===== src/rtl/enc_8b10b_lanes.sv =====
// Multi-lane 8B/10B encoder with running disparity chained lane 0 -> LANES-1 and a one-deep output register.
// Optional ENC8B10B_KCHECK_EN adds a per-lane illegal-K flag (k_err) aligned with out_data.
module enc_8b10b_lanes #(
    parameter int   LANES   = 2,
    parameter logic RD_INIT = 1'b0
) (
    input  logic                  clk,
    input  logic                  rst_n,
    input  logic                  in_valid,
    output logic                  in_ready,
    input  logic [8*LANES-1:0]    in_data,
    input  logic [LANES-1:0]      in_k,
    input  logic                  rd_clr,
    output logic                  out_valid,
    input  logic                  out_ready,
    output logic [10*LANES-1:0]   out_data,
    output logic                  out_rd
`ifdef ENC8B10B_KCHECK_EN
    , output logic [LANES-1:0]    k_err
`endif
);

    // 5B/6B codes for RD-, written abcdei with a as the MSB.
    function automatic logic [5:0] tbl6(input logic [4:0] x);
        logic [5:0] c;
        case (x)
            5'd0:  c = 6'b100111;  5'd1:  c = 6'b011101;
            5'd2:  c = 6'b101101;  5'd3:  c = 6'b110001;
            5'd4:  c = 6'b110101;  5'd5:  c = 6'b101001;
            5'd6:  c = 6'b011001;  5'd7:  c = 6'b111000;
            5'd8:  c = 6'b111001;  5'd9:  c = 6'b100101;
            5'd10: c = 6'b010101;  5'd11: c = 6'b110100;
            5'd12: c = 6'b001101;  5'd13: c = 6'b101100;
            5'd14: c = 6'b011100;  5'd15: c = 6'b010111;
            5'd16: c = 6'b011011;  5'd17: c = 6'b100011;
            5'd18: c = 6'b010011;  5'd19: c = 6'b110010;
            5'd20: c = 6'b001011;  5'd21: c = 6'b101010;
            5'd22: c = 6'b011010;  5'd23: c = 6'b111010;
            5'd24: c = 6'b110011;  5'd25: c = 6'b100110;
            5'd26: c = 6'b010110;  5'd27: c = 6'b110110;
            5'd28: c = 6'b001110;  5'd29: c = 6'b101110;
            5'd30: c = 6'b011110;  default: c = 6'b101011;
        endcase
        return c;
    endfunction

    // 3B/4B data codes for RD-, written fghj with f as the MSB (primary D.x.7).
    function automatic logic [3:0] tbl4(input logic [2:0] y);
        logic [3:0] c;
        case (y)
            3'd0: c = 4'b1011;  3'd1: c = 4'b1001;
            3'd2: c = 4'b0101;  3'd3: c = 4'b1100;
            3'd4: c = 4'b1101;  3'd5: c = 4'b1010;
            3'd6: c = 4'b0110;  default: c = 4'b1110;
        endcase
        return c;
    endfunction

    // Returns {rd_after, symbol}; symbol bit 0 is a, bit 9 is j.
    function automatic logic [10:0] enc_byte(input logic [7:0] d, input logic k, input logic rd);
        logic [4:0] x;
        logic [2:0] y;
        logic [5:0] c6;
        logic [3:0] c4;
        logic       unbal6, unbal4, rd_mid, a7, neutral_y;
        logic [9:0] sym;
        x = d[4:0];
        y = d[7:5];
        c6 = (k && x == 5'd28) ? 6'b001111 : tbl6(x);
        unbal6 = ($countones(c6) != 3);
        if (rd && (unbal6 || x == 5'd7)) c6 = ~c6;
        rd_mid = rd ^ unbal6;
        a7 = (y == 3'd7) && (k ||
             (!rd_mid && (x == 5'd17 || x == 5'd18 || x == 5'd20)) ||
             ( rd_mid && (x == 5'd11 || x == 5'd13 || x == 5'd14)));
        c4 = a7 ? 4'b0111 : tbl4(y);
        neutral_y = (y == 3'd1 || y == 3'd2 || y == 3'd5 || y == 3'd6);
        // Control characters use the inverted neutral codes so that they alternate with RD.
        if (k && neutral_y) c4 = ~c4;
        unbal4 = ($countones(c4) != 2);
        if (rd_mid && (unbal4 || y == 3'd3 || (k && neutral_y))) c4 = ~c4;
        for (int i = 0; i < 6; i++) sym[i] = c6[5-i];
        for (int i = 0; i < 4; i++) sym[6+i] = c4[3-i];
        return {rd_mid ^ unbal4, sym};
    endfunction

    logic                  out_valid_q;
    logic [10*LANES-1:0]   out_data_q, out_data_d;
    logic                  out_rd_q;
    logic                  rd_q, rd_d;
    logic                  rd_run;
    logic [10:0]           lane_res;
    logic                  xfer;

    assign in_ready  = !out_valid_q | out_ready;
    assign xfer      = in_valid & in_ready;
    assign out_valid = out_valid_q;
    assign out_data  = out_data_q;
    assign out_rd    = out_rd_q;

    always_comb begin
        out_data_d = '0;
        lane_res   = '0;
        rd_run     = rd_clr ? RD_INIT : rd_q;
        for (int n = 0; n < LANES; n++) begin
            lane_res = enc_byte(in_data[8*n +: 8], in_k[n], rd_run);
            out_data_d[10*n +: 10] = lane_res[9:0];
            rd_run = lane_res[10];
        end
        rd_d = rd_run;
    end

    always_ff @(posedge clk or negedge rst_n) begin
        if (!rst_n) begin
            out_valid_q <= 1'b0;
            out_data_q  <= '0;
            out_rd_q    <= RD_INIT;
            rd_q        <= RD_INIT;
        end else if (xfer) begin
            out_valid_q <= 1'b1;
            out_data_q  <= out_data_d;
            out_rd_q    <= rd_d;
            rd_q        <= rd_d;
        end else begin
            if (out_ready) out_valid_q <= 1'b0;
            if (rd_clr)    rd_q        <= RD_INIT;
        end
    end

`ifdef ENC8B10B_KCHECK_EN
    // Legal controls: K28.0-7, K23.7, K27.7, K29.7, K30.7.
    function automatic logic k_legal(input logic [7:0] d);
        return (d[4:0] == 5'd28) ||
               (d[7:5] == 3'd7 && (d[4:0] == 5'd23 || d[4:0] == 5'd27 ||
                                   d[4:0] == 5'd29 || d[4:0] == 5'd30));
    endfunction

    logic [LANES-1:0] k_err_q, k_err_d;

    always_comb begin
        k_err_d = '0;
        for (int n = 0; n < LANES; n++)
            k_err_d[n] = in_k[n] && !k_legal(in_data[8*n +: 8]);
    end

    always_ff @(posedge clk or negedge rst_n) begin
        if (!rst_n)    k_err_q <= '0;
        else if (xfer) k_err_q <= k_err_d;
    end

    assign k_err = k_err_q;
`endif

endmodule


===== config.mk =====
export PLATFORM = sky130hd
export DESIGN_NAME = enc_8b10b_lanes
export DESIGN_NICKNAME = d
export VERILOG_FILES = /design/src/rtl/enc_8b10b_lanes.sv
export SDC_FILE = /design/constraint.sdc
export NUM_CORES = 1
export LEC_CHECK = 0
export ABC_AREA = 0
export CAP_MARGIN = 20
export CORE_UTILIZATION = 58
export CTS_CLUSTER_DIAMETER = 30
export CTS_CLUSTER_SIZE = 24
export DETAILED_ROUTE_END_ITERATION = 6
export PLACE_DENSITY_LB_ADDON = 0.15
export SETUP_SLACK_MARGIN = 0.1
export SLEW_MARGIN = 20
export SYNTH_ARGS = -nofsm -noshare
export SYNTH_HDL_FRONTEND = slang
export SYNTH_SLANG_ARGS = --single-unit

===== constraint.sdc =====
create_clock -name clk -period 12.4 [get_ports clk]
set_input_delay 2.48 -clock clk [delete_from_list [all_inputs] [get_ports clk]]
set_output_delay 2.48 -clock clk [all_outputs]
set_load 0.02 [all_outputs]

### Word-level counts from Yosys, hierarchy flattened

Memory sizes are Yosys's and may differ from the RTL's.
Cells that the tools add are included.
Widths: inputs -> output; s select.

| word-level totals | value |
|---|---|
| bits in registers | 23 |
| ROM bits | 384 |
| bits of input ports | 23 |
| output and inout bits | 23 |
| word-level logic and storage cells | 128 |
| memories kept | 2 |

| operators by class | value |
|---|---|
| add/subtract/negate cells | 16 |
| eq/ne operators | 34 |
| mux-type cells | 16 |
| bitwise logic cells | 12 |
| reduce and logical (&&, ||, !) cells | 44 |

Memories:

| memory | words | width | rd ports | clocked after Yosys merged registers in | write ports | RTL line | source |
|---|---|---|---|---|---|---|---|
| (no name shown) | 32 | 6 | 1 | 0 | 0 | 26 | `case (x)` |
| (no name shown) | 32 | 6 | 1 | 0 | 0 | 26 |  |

Operators by type and width:

| operator | number |
|---|---|
| $pmux 4 s7 | 2 |
| $eq 5x5->1 const B | 8 |
| $eq 5x4->1 const B | 6 |
| $eq 3x3->1 const B | 8 |
| $logic_or 1x1->1 | 24 |
| $mux 4 | 6 |
| $mux 6 | 4 |
| $add 1x1->2 | 10 |
| $not 4->4 | 4 |
| $logic_and 1x1->1 | 14 |
| $add 2x2->3 | 4 |
| $eq 3x2->1 const B | 4 |
| $not 6->6 | 2 |
| $eq 5x3->1 const B | 2 |
| $add 3x2->4 | 2 |
| $ne 4x2->1 const B | 2 |
| $eq 3x1->1 const B | 2 |
| $logic_not 3->1 | 2 |
| $ne 3x2->1 const B | 2 |
| $mux 1 | 4 |
| $xor 1x1->1 | 4 |
| $logic_not 1->1 | 3 |
| $reduce_bool 2->1 | 1 |
| $and 1x1->1 | 1 |
| $or 1x1->1 | 1 |

### Logic depth before layout (Yosys ltp)

Gate-level depths: netlist (run 1).

| logic depth | value |
|---|---|
| depth after elaboration | 36 |
| depth in mapped cells | 35 |
| depth with buffers taken out | 35 |

### Least setup slack after synthesis (run 1)

No wires, ideal clock.

| path | value |
|---|---|
| path type | input to register |
| start point | in in_data[3] |
| end point | reg out_data_q[19] (netlist: out_data[19]) |
| setup time | 0.152 ns |
| data arrival time | 9.769 ns |
| data required time | 12.248 ns |
| path slack | 2.479 ns |
| stages on the path | 33 |
| buffers on the path | 2 |
| cell sequence | buf_4 -> clkbuf_1 -> a21oi_1 -> a311oi_1 -> a31oi_1 -> nor2_1 -> fa_1 -> fa_1 -> inv_1 -> ha_1 -> inv_1 -> fa_1 -> nand3b_4 -> xor2_1 -> mux2i_1 -> a311oi_1 -> fa_1 -> inv_1 -> ha_1 -> ha_1 -> nor3b_1 -> xor3_2 -> xnor2_2 -> mux2_4 -> o21ai_0 -> fa_1 -> ha_1 -> ha_1 -> nand2_1 -> a211oi_1 -> a2111oi_0 -> a31oi_1 -> o311ai_0 |

| on the way | value |
|---|---|
| longest elaborated chain between the ends | 36 |
| elaborated cells on any way between the ends | 54 |
| those cells by class | add/sub (11); eq/ne (10); mux (6); bitwise (6); reduce/logical (20); memory (1) |

RTL lines:

| element | RTL line | source |
|---|---|---|
| start: declaration | 11 | `input logic [8*LANES-1:0] in_data,` |
| branches (longest 19 deep; another with $mem_v2 32x6) | n/a |  |
| $xor 1x1->1 * | 84 | `return {rd_mid ^ unbal4, sym};` |
| $xor 1x1->1 * | 72 | `rd_mid = rd ^ unbal6;` |
| $logic_not 1->1 | 74 | `(!rd_mid && (x == 5'd17 \|\| x == 5'd18 \|\| x == 5'd20)) \|\|` |
| $logic_and 1x1->1 | 74 |  |
| $logic_or 1x1->1 | 73 | `a7 = (y == 3'd7) && (k \|\|` |
| $logic_or 1x1->1 | 74 |  |
| $logic_and 1x1->1 | 73 |  |
| $mux 4 | 76 | `c4 = a7 ? 4'b0111 : tbl4(y);` |
| $not 4->4 | 79 | `if (k && neutral_y) c4 = ~c4;` |
| $mux 4 | 79 |  |
| $add 1x1->2 (implied by the code) | 80 | `unbal4 = ($countones(c4) != 2);` |
| $add 2x2->3 (implied by the code) | 80 |  |
| $ne 3x2->1 | 80 |  |
| $logic_or 1x1->1 (2 in series) | 81 | `if (rd_mid && (unbal4 \|\| y == 3'd3 \|\| (k && neutral_y))) c4 = ~c4;` |
| $logic_and 1x1->1 | 81 |  |
| $mux 4 * | 81 |  |
| end signal: assignment | 121 | `out_data_q <= out_data_d;` |
| end: declaration | 88 | `logic [10*LANES-1:0] out_data_q, out_data_d;` |

Every way passes the cells marked *.
A chain may end at the register's enable or synchronous reset.

### Worst setup path after layout (run 1)

| path | value |
|---|---|
| start point | in in_data[0] |
| end point | reg out_data_q[19] (netlist: out_data[19]) |

Same word-level chain as after synthesis.

==> metrics.log, run 1 <==
[metrics] pins over their slew limit: 0
[metrics] P_sw: 223 uW
[metrics] Clock Sinks: 23
[metrics] total of cells resized after clock tree synthesis: 0
[metrics] commonest cells in the netlist: sky130_fd_sc_hd__nand2_1 (46), sky130_fd_sc_hd__o21ai_0 (32), sky130_fd_sc_hd__dfrtp_1 (23)
[metrics] clock network fraction of design power: 9.9%
[metrics] busiest grt layer: met2
[metrics] HP Class: flip-flop to flip-flop
[metrics] sum of internal, switching and leakage power: 508 uW
[metrics] Yosys warnings: 0
[metrics] DRC violation count after routing: 0
[metrics] crit path max-delay cell type: sky130_fd_sc_hd__clkdlybuf4s50_1
[metrics] final worst path period share: 88.4%
[metrics] die height: 68.9 um
[metrics] GR met1 Demand/Resource: 33.6%
[metrics] final worst clock skew: 0.00853 ns
[metrics] total iterations of the first detailed-routing run: 4
[metrics] GR Util met3: 1.64%
[metrics] clock input transition at the sequential cells of the worst setup and hold paths: 0.09 ns
[metrics] data arrival time of the worst path: 11.12 ns
[metrics] maximum number of pins on one net before global-route repair: 44
[metrics] remaining global-route overflow: 0
[metrics] post-synthesis register bit count: 23
[metrics] f_max: 91.3 MHz
[metrics] number of vias in the routed layout: 2,318
[metrics] synthesis-to-layout area growth: 18.3%
[metrics] average vias per placed instance: 5.81
[metrics] worst max-slew margin expressed relative to the limit: 49.5%
[metrics] worst setup slack after placement: 1.13 ns
[metrics] drt total wl: 5620 um
[metrics] number of endpoints failing setup at the final stage: 0
[metrics] cell type contributing the most total cell area after synthesis: sky130_fd_sc_hd__dfrtp_1
[metrics] vias in the first global route: 2,030
[metrics] mapped cell area: 2590 um2
[metrics] worst ir drop on vdd: 0.116 mV
[metrics] number of placed I/O pins: 46
[metrics] setup_tns: 0 ns
[metrics] setup bufs post-CTS: 0
[metrics] register share of total power: 23.9%
[metrics] sequential fraction of the synthesis area: 22.2%
[metrics] Detail Placement HPWL: 4370 um
[metrics] number of levels the H-tree was split into: 1
[metrics] top_reg_cell synth: sky130_fd_sc_hd__dfrtp_1
[metrics] effective utilization at floorplan: 62.6%
[metrics] ratio of cells with drive above 1 in the final layout: 4.30%
[metrics] Internal Dissipation: 286 uW
[metrics] Min Clock Period, post-route: 10.96 ns
[metrics] top cell type's share of synthesized area: 22.2%
[metrics] remaining antenna violation count: 0
[metrics] maximum root-to-sink buffer count: 2
[metrics] number of flops mapped to enable cells by yosys: 0
[metrics] Final GP Congestion: 0.948
[metrics] initial antenna violation count: 0
[metrics] worst hold slack after final layout: 0.482 ns
[metrics] dominant cells by area after synthesis: sky130_fd_sc_hd__dfrtp_1 (22%), sky130_fd_sc_hd__ha_1 (9.6%), sky130_fd_sc_hd__nand2_1 (6.7%), sky130_fd_sc_hd__fa_1 (6.2%), sky130_fd_sc_hd__o21ai_0 (6.2%)
[metrics] max-cap check violation count: 0
[metrics] count of nets after finishing: 401
[metrics] power per cell area: 166 nW/um2
[metrics] aggregate global-route resource usage: 24.6%
[metrics] width of the chip: 68.9 um
[metrics] cts-stage hold buffer count: 0
[metrics] Placeable Area: 4140 um2
[metrics] number of buffer cells added on primary ports: 45
[metrics] Switching Share: 43.8%
[metrics] GR Util met2: 43.3%
[metrics] cell count after synthesis: 320
[metrics] global-route wire length before repair: 8940 um
[metrics] most common cell type on the critical path: sky130_fd_sc_hd__ha_1
[metrics] Worst path max stage delay: 0.58 ns
[metrics] library cell with the highest instance count after synthesis: sky130_fd_sc_hd__nand2_1
[metrics] outcome: finished, final reports clean
[metrics] kind of end point of the critical path: flip-flop
[metrics] average cell area after synthesis: 8.11 um2
[metrics] proportion of power drawn by combinational gates: 66.2%
[metrics] Synth cell types: 56
[metrics] Async S/R FF share, synth: 100%
[metrics] TritonCTS Buffers: 3
[metrics] final critical-path setup slack: 1.44 ns
[metrics] TritonCTS clock tree: built
[metrics] R2R Setup Slk: 6.74 ns
[metrics] clock latency of the later-clocked register in the worst-skew pair: 0.28 ns
[metrics] clock root buffer: sky130_fd_sc_hd__clkbuf_8
[metrics] startpoint type of the worst setup path: input port
[metrics] initial DRC count: 133
[metrics] classification of the worst setup path: input port to flip-flop
[metrics] Rows: 23
[metrics] setup repair after global routing missed its margin: no
[metrics] net count after synthesis: 371
[metrics] critical path fanouts, max: 6
[metrics] Antenna Cells: 0
[metrics] Tightest Pin Transition: 0.755 ns
[metrics] number of hold violations in the final report: 0
[metrics] Lkg Pwr: 1.33 nW
[metrics] detailed-route wire length per cell: 14.1 um
[metrics] area of the die: 4740 um2
[metrics] CP required: 12.56 ns
==> through the flow <==
stage          util (%)  cells  cell area [um2]
3_5_place_dp       73.0    395             3020
4_1_cts            74.1    399             3070
2_1_floorplan         -    320             2590
5_1_grt            74.0    399             3070
6_report           74.0    399             3070
3_3_place_gp       73.0    395             3020
==> worst max-delay path: cells and delay by family <==
kind | cells | cell delay [ns]
simple gates | 5 | 0.84
fa+ha+maj | 11 | 3.64
xor+xnor | 3 | 0.89
buf+inv | 5 | 0.90
mux | 2 | 0.49
compound gates | 8 | 1.85
==> power groups by stage <==
| stage | clock, mW | sequential (mW) | combinational, mW |
|---|---|---|---|
| floorplan | 0 | 0.158 | 0.196 |
| global placement | 0 | 0.122 | 0.331 |
| detailed placement | 0 | 0.124 | 0.337 |
| CTS | 0.0502 | 0.122 | 0.339 |
| global route | 0.0520 | 0.125 | 0.371 |
| finish | 0.0502 | 0.121 | 0.337 |
==> sequential cells by signal, indices dropped and copies added (netlist names) <==
| signal | cells |
|---|---|
| rd_q | 1 |
| out_rd | 1 |
| out_valid | 1 |
| out_data | 20 |
==> path summary, 6_finish.rpt <==
| kind | from | to | cells after the start |
|---|---|---|---|
| setup / recovery | in_data[0] | out_data[19]$_DFFE_PN0P_ | 34 |
| hold / removal | out_data[7]$_DFFE_PN0P_ | out_data[7]$_DFFE_PN0P_ | 2 |
| setup reg to reg | rd_q$_DFF_PN0_ | out_data[19]$_DFFE_PN0P_ | 21 |
| hold reg to reg | out_data[7]$_DFFE_PN0P_ | out_data[7]$_DFFE_PN0P_ | 2 |
| max in group asynchronous | rst_n | out_data[14]$_DFFE_PN0P_ | 1 |
| min in group asynchronous | rst_n | out_data[3]$_DFFE_PN0P_ | 1 |
==> routing by layer <==
| metal | routed length, um | vias up |
|---|---|---|
| met1 | 2650 | 1082 |
| met4 | 36 | 0 |
| met2 | 2700 | 60 |
| met3 | 228 | 5 |
| li1 | - | 1171 |
| met5 | 0 | - |
==> cells by family after synthesis <==
logic type | synth area share [%]
adder cells (fa/ha/maj) | 16.2
multiplexers | 3.81
buffers and inverters | 5.93
AO/OA/AOI/OAI | 20.9
XOR/XNOR | 10.4
AND/OR/NAND/NOR | 20.5
flip-flops | 22.2
==> area by class of cell <==
type                    instances  area, um2
clock buffers                   3       41.3
clock inverters                 1       5.00
fillers                       362       1080
inverters                      19       71.3
multi-input cells             258       1870
flip-flops and latches         23        576
well taps                      50       62.6
repair buffers                 45        445
==> layout by cell type, fill, tap and decap left out, drive strengths merged, types with 9 or more instances in the layout <==
| cell | instances |
|---|---|
| a21oi | 13 |
| nand2 | 46 |
| inv | 19 |
| nor2b | 10 |
| nand2b | 9 |
| clkdlybuf4s50 | 44 |
| xor2 | 11 |
| nor2 | 19 |
| ha | 20 |
| xnor2 | 16 |
| o21ai | 34 |
| dfrtp | 23 |
Power figures use the tool's default switching activity.
==> inputs of run 2 (changes only) <==
CORE_MARGIN = 3   (was default)
CORE_UTILIZATION = 59   (was 58)
CTS_BUF_LIST = sky130_fd_sc_hd__clkbuf_8   (was default)
==> metrics.log, run 2 (same netlist as run 1, synthesis figures left out) <==
[metrics] Rows: 23 (unchanged)
[metrics] remaining antenna violation count: 0 (unchanged)
[metrics] leading cell type in the layout, fill and taps excluded: sky130_fd_sc_hd__nand2_1
[metrics] initial DRC count: 145 (+9.0%)
[metrics] initial antenna violation count: 0 (unchanged)
[metrics] setup bufs post-CTS: 0 (unchanged)
[metrics] Core Util, Final: 74.6% (+0.52 points)
[metrics] kind of end point of the critical path: flip-flop
[metrics] Internal Dissipation: 286 uW (about the same)
[metrics] Worst path max stage delay: 0.86 ns (+0.28 ns)
[metrics] area of the die: 5230 um2 (+10%)
[metrics] worst ir drop on vdd: 0.104 mV (-11%)
[metrics] worst max-slew margin expressed relative to the limit: 48.9% (-0.69 points)
[metrics] Antenna Cells: 0 (unchanged)
[metrics] f_max: 91.8 MHz (+0.58%)
[metrics] Final GP Congestion: 0.886 (-6.6%)
[metrics] Lkg Pwr: 1.33 nW (unchanged)
[metrics] number of vias in the routed layout: 2,372 (+2.3%)
[metrics] global-route wire length before repair: 9720 um (+8.8%)
[metrics] pins over their slew limit: 0 (unchanged)
[metrics] instance count along the most critical hold path: 2 (unchanged)
[metrics] effective utilization at floorplan: 63.0% (+0.44 points)
[metrics] startpoint of the worst-slack reg-to-reg timing path: rd_q$_DFF_PN0_
[metrics] maximum root-to-sink buffer count: 2 (unchanged)
[metrics] Clock Sinks: 23 (unchanged)
[metrics] cts-stage hold buffer count: 0 (unchanged)
[metrics] most frequent cells in the layout: sky130_fd_sc_hd__nand2_1 (45), sky130_fd_sc_hd__clkdlybuf4s50_1 (44), sky130_fd_sc_hd__o21ai_0 (32)
[metrics] Detail Placement HPWL: 4410 um (+0.98%)
[metrics] Largest register FFs: 20 (unchanged)
[metrics] total of cells resized after clock tree synthesis: 0 (unchanged)
[metrics] remaining global-route overflow: 0 (unchanged)
[metrics] power per cell area: 167 nW/um2 (+0.63%)
[metrics] number of placed I/O pins: 46 (unchanged)
[metrics] DRC violation count after routing: 0 (unchanged)
[metrics] R2R Setup Slk: 6.79 ns (+0.05 ns)
[metrics] Tightest Pin Transition: 0.765 ns (+0.0103 ns)
[metrics] TritonCTS Buffers: 3 (unchanged)
[metrics] clock input transition at the sequential cells of the worst setup and hold paths: 0.09 ns (about the same)
[metrics] worst hold slack after final layout: 0.485 ns (+0.00333 ns)
[metrics] count of nets after finishing: 401 (unchanged)
[metrics] number of buffer cells added on primary ports: 45 (unchanged)
[metrics] detailed-route wire length per cell: 14.4 um (+2.1%)
[metrics] clock latency of the later-clocked register in the worst-skew pair: 0.28 ns (about the same)
[metrics] synthesis-to-layout area growth: 18.3% (unchanged)
[metrics] outcome: finished, final reports clean
[metrics] critical path fanouts, max: 18 (+12)
[metrics] number of cells on the worst reg-to-reg path: 21 (unchanged)
[metrics] data arrival time of the worst path: 11.06 ns (-0.06 ns)
[metrics] maximum number of pins on one net before global-route repair: 44 (unchanged)
[metrics] startpoint type of the worst setup path: input port
[metrics] setup_tns: 0 ns (unchanged)
[metrics] proportion of power drawn by combinational gates: 66.0% (-0.2 points)
[metrics] die height: 72.3 um (+5.0%)
[metrics] aggregate global-route resource usage: 22.7% (-1.9 points)
[metrics] clock network fraction of design power: 10.1% (+0.2 points)
[metrics] number of endpoints failing setup at the final stage: 0 (unchanged)
[metrics] classification of the worst setup path: input port to flip-flop
[metrics] Switching Share: 44.2% (+0.36 points)
[metrics] vias in the first global route: 2,194 (+8.1%)
[metrics] number of levels the H-tree was split into: 1 (unchanged)
[metrics] max-cap check violation count: 0 (unchanged)
[metrics] register share of total power: 23.9% (about the same)
[metrics] Filler cells: 336 (-7.2%)
[metrics] crit path max-delay cell type: sky130_fd_sc_hd__clkdlybuf4s50_1
[metrics] TritonCTS clock tree: built
[metrics] number of hold violations in the final report: 0 (unchanged)
[metrics] average vias per placed instance: 5.94 (+2.3%)
[metrics] width of the chip: 72.3 um (+5.0%)
[metrics] final worst path period share: 87.8% (-0.51 points)
[metrics] drt total wl: 5740 um (+2.1%)
[metrics] final worst clock skew: 0.00403 ns (-0.00449 ns)
[metrics] clock root buffer: sky130_fd_sc_hd__clkbuf_8
[metrics] CP required: 12.57 ns (about the same)
[metrics] Placeable Area: 4120 um2 (-0.69%)
[metrics] total iterations of the first detailed-routing run: 5 (+1)
[metrics] Endpoint, Worst Hold: out_data[7]$_DFFE_PN0P_
[metrics] setup repair after global routing missed its margin: no
[metrics] HP Start: out_data[7]$_DFFE_PN0P_
[metrics] HP Class: flip-flop to flip-flop
[metrics] P_sw: 226 uW (+1.5%)
[metrics] Min Clock Period, post-route: 10.89 ns (-0.0634 ns)
[metrics] ratio of cells with drive above 1 in the final layout: 4.30% (unchanged)
[metrics] worst flop-to-flop path endpoint: out_data[19]$_DFFE_PN0P_
run 2: how the worst max path moves through the flow:
| stage | startpoint | to | depth (start not counted) |
|---|---|---|---|
| final | in_data[3] | out_data[19]$_DFFE_PN0P_ | 30 |
| after detailed placement | in_data[0] | out_data[19]$_DFFE_PN0P_ | 33 |
| after CTS | in_data[0] | out_data[19]$_DFFE_PN0P_ | 34 |
| after global routing | in_data[0] | out_data[19]$_DFFE_PN0P_ | 34 |
| after floorplan | in_data[3] | out_data[19]$_DFFE_PN0P_ | 33 |
| after global placement | in_data[3] | out_data[19]$_DFFE_PN0P_ | 31 |
run 2: cell type report:
type                            count  area [um2]  share of cell area (%)
Timing Repair Buffer               45         445                    14.5
Sequential cell                    23         576                    18.8
Clock buffer                        3        41.3                    1.35
Clock inverter                      1        5.00                   0.163
Tap cell                           50        62.6                    2.04
Multi-Input combinational cell    258        1870                    60.8
Inverter                           19        71.3                    2.32
run 2: routing by layer:
metal	up-vias	part of all wire [%]	track usage, %	routed length (um)
met1	1104	47	33.7	2690
met2	92	46	35.4	2650
met3	9	6.0	2.63	345
met5	-	0	0	0
met4	0	0.91	5.22	52
li1	1167	-	-	-
run 2: power groups by stage:
| stage | registers (mW) | logic [mW] | clock network (mW) |
|---|---|---|---|
| 6_report | 0.122 | 0.338 | 0.0515 |
| 5_1_grt | 0.126 | 0.371 | 0.0540 |
| 4_1_cts | 0.123 | 0.340 | 0.0521 |
| 3_5_place_dp | 0.124 | 0.338 | 0 |
| 3_3_place_gp | 0.123 | 0.327 | 0 |
| 2_1_floorplan | 0.158 | 0.196 | 0 |
run 2: metrics by stage:
step	instance area, um2	std cells	setup slack, ns	power [mW]
final	3070	399	1.51	0.512
after global routing	3070	399	0.904	0.551
after CTS	3070	399	1.50	0.514
after detailed placement	3020	395	1.17	0.462
after global placement	3020	395	1.52	0.450
after floorplan	2590	320	2.48	0.354
run 2: worst max-delay path, delay by kind of cell:
| kind | cells | cell delay, ns |
|---|---|---|
| compound gates | 5 | 1.58 |
| mux | 2 | 0.63 |
| xor+xnor | 3 | 0.89 |
| buf+inv | 5 | 1.21 |
| simple gates | 5 | 0.80 |
| fa+ha+maj | 10 | 3.47 |
==> RTL edit (flow settings as in run 2) <==
The option `ENC8B10B_KCHECK_EN` is turned on by a define.
--- a/src/rtl/enc_8b10b_lanes.sv
+++ b/src/rtl/enc_8b10b_lanes.sv
@@ -1,5 +1,7 @@
 // Multi-lane 8B/10B encoder with running disparity chained lane 0 -> LANES-1 and a one-deep output register.
 // Optional ENC8B10B_KCHECK_EN adds a per-lane illegal-K flag (k_err) aligned with out_data.
+`define ENC8B10B_KCHECK_EN
+
 module enc_8b10b_lanes #(
     parameter int   LANES   = 2,
     parameter logic RD_INIT = 1'b0
Function (old outputs only; new: k_err): kept (equiv_simple and equiv_induct, registers matched by name and starting in step).
==> RTL edit against run 2 <==
Setup slack worse by 0.23 ns. Critical path depth is 3 higher. Synthesized area is 3.3% higher. Count of clock-buffer cells in the layout stayed put. Sequential cell count is 2 higher. Hold slack worse by 0.0012 ns. Routed wire length is 2.3% higher. Total power is 0.75% higher. Register-to-register slack worse by 0.18 ns. Fmax is 2.1% lower. First-iteration DRC count is 81% higher. Final area is 3.8% higher. Sequential power is 7% higher. Largest cell class unchanged. Highest routed layer unchanged.
==> RTL edit: results (changes against run 2) <==
| Metric | Value |
|---|---|
| Status | `completed` |
| Final Net Count | `419 (+4.5%)` |
| Worst skew pair latency | `0.27 ns` |
| Syn nets | `389 (+4.9%)` |
| Top FF cell, synth | `dfrtp_1` |
| Met2 WL | `2840 um (+7.2%)` |
| Initial antenna violation count | `0 (unchanged)` |
| HP Class | `flip-flop to flip-flop` |
| Placed Area | `3130 sq um (+3.6%)` |
| Hold Path Sink | `k_err[1]` |
| Reg2reg path depth | `20 (-4.8%)` |
| # port buffers | `47 (+4.4%)` |
| Final wirelength | `5870 um (+2.3%)` |
| Seq/Total Area, Yosys | `0.234 (+0.0116)` |
| Clock transition at path regs | `0.10 ns` |
| Pin count of the biggest net entering global routing | `45 (+2.3%)` |
| Fill cell count | `329 (-2.1%)` |
| Leakage | `1.33 nW (-0.28%)` |
| Vias in the first global route | `2222 (+1.3%)` |
| CTS max path bufs | `2 (unchanged)` |
| DP HPWL | `4640 um (+5.2%)` |
| Root Driver | `clkbuf_8` |
| Post_cts resized | `0 (unchanged)` |
| Initial drt markers | `262 (+81%)` |
| Slew headroom | `0.472 (-0.0163)` |
| Global Route Usage Sum | `0.230 (+0.00349)` |
| Via-per-instance ratio | `5.81 (-2.3%)` |
| CP peak stage delay | `0.56 ns (-0.30 ns)` |
| Max reg flops | `20 (unchanged)` |
| CP delay by family, top | `adder cells` |
| Synth top cells by count | `nand2_1 (46), o21ai_0 (38), a21oi_1 (27), dfrtp_1 (25), nor2_1 (24)` |
| Maximum VDD drop | `0.134 mV (+29%)` |
| Worst Path Arrival | `11.33 ns (+0.27 ns)` |
| Total CTS buffers | `3 (unchanged)` |
| Layout cells sized above 1 | `0.0381 (-0.00483)` |
| Post CTS Setup Buffer Count | `0 (unchanged)` |
| N_diodes | `0 (unchanged)` |
| Critical Path Fanout Max | `7 (-11)` |
| Slowest CP cell | `clkdlybuf4s50_1` |
| Post-synth cell types | `55 (-1.8%)` |
| Worst Min Path Start | `k_err[1]` |
| H-tree depth | `1 (unchanged)` |
| Drt first pass iters | `4 (-1)` |
| Ys async rst share | `1.00 (unchanged)` |
| WL met3 | `320 um (-7.2%)` |
| Wl on met1 | `2660 um (-1.3%)` |
| Top cells by area, synth | `dfrtp_1 (23%), ha_1 (9.3%), o21ai_0 (7.1%)` |
| Worst Skew | `0.0106 ns (+0.00660 ns)` |
| Highest Signal Layer | `met4` |
| R2r endpoint | `out_data[16]` |
| Reg2reg setup slack | `6.61 ns (-0.18 ns)` |
| First-pass GRT wire length | `9990 um (+2.8%)` |
| RePlAce Congestion | `0.931 (+5.1%)` |
| Yosys warnings | `0 (unchanged)` |
-- RTL edit: cell types whose count changed after synthesis, sizes merged, moves of 3 or more --
| cell | run 2 | this run |
|---|---|---|
| a211oi | 3 | 8 |
| buf | 4 | 9 |
| nand2b | 9 | 6 |
| o21ai | 34 | 39 |
| a21oi | 13 | 27 |
| nor2 | 19 | 24 |
| nor2b | 10 | 3 |
-- RTL edit: per-stage QoR --
step                      total power, mW  instances  setup slack, ns  hold slack (ns)
after floorplan                     0.365        338             2.21            0.583
after global placement              0.456        412             1.32            0.461
after detailed placement            0.467        413            0.980            0.460
after CTS                           0.520        417             1.25            0.488
after global routing                0.561        417            0.740            0.494
final                               0.515        417             1.28            0.484
-- RTL edit: worst max path at each step --
stage,cells past startpoint,slack (ns),start,end
floorplan,33,2.21,in_data[0],out_data[16]
global placement,33,1.32,in_data[0],out_data[16]
detailed placement,33,0.98,in_data[0],out_data[16]
CTS,33,1.25,in_data[0],out_data[16]
global route,33,0.74,in_data[0],out_data[16]
finish,33,1.28,in_data[0],out_data[16]
-- RTL edit: worst reg2reg max path: cells and delay by family, from the launching register on --
family / cells / cell delay [ns]
AOI/OAI and AO/OA: 4 / 0.91
xor gates and xnor gates: 3 / 0.84
adders and majority gates: 6 / 1.91
DFF: 1 / 0.36
muxes: 2 / 0.42
and+or+nand+nor: 5 / 1.29
-- RTL edit: final cells by class --
class,count,area [sq um],area share
multi-input cells,269,1880,0.590
flip-flops and latches,25,626,0.197
clock inverters,1,7.51,0.00236
repair buffers,49,493,0.155
clock buffers,3,41.3,0.0130
well taps,50,62.6,0.0197
inverters,20,75.1,0.0236
-- RTL edit: power by group --
group | switching, mW | internal (mW)
Clock | 0.0271 | 0.0228
Combinational | 0.176 | 0.159
Sequential | 0.0172 | 0.113
-- RTL edit: cells by family (layout without fill, tap and decap cells) --
family,after synthesis,in the layout,share of synthesized area
buf+inv,44,73,0.0654
simple gates,102,102,0.181
flops,25,25,0.234
xor+xnor,28,28,0.100
fa+ha+maj,28,28,0.153
mux,7,7,0.0313
compound gates,104,104,0.236
-- RTL edit: per-layer routing --
| metal | global-route usage | vias up |
|---|---|---|
| met2 | 0.388 | 81 |
| met5 | 0 | - |
| met3 | 0.0356 | 6 |
| met1 | 0.316 | 1100 |
| met4 | 0.0423 | 0 |
| li1 | - | 1235 |
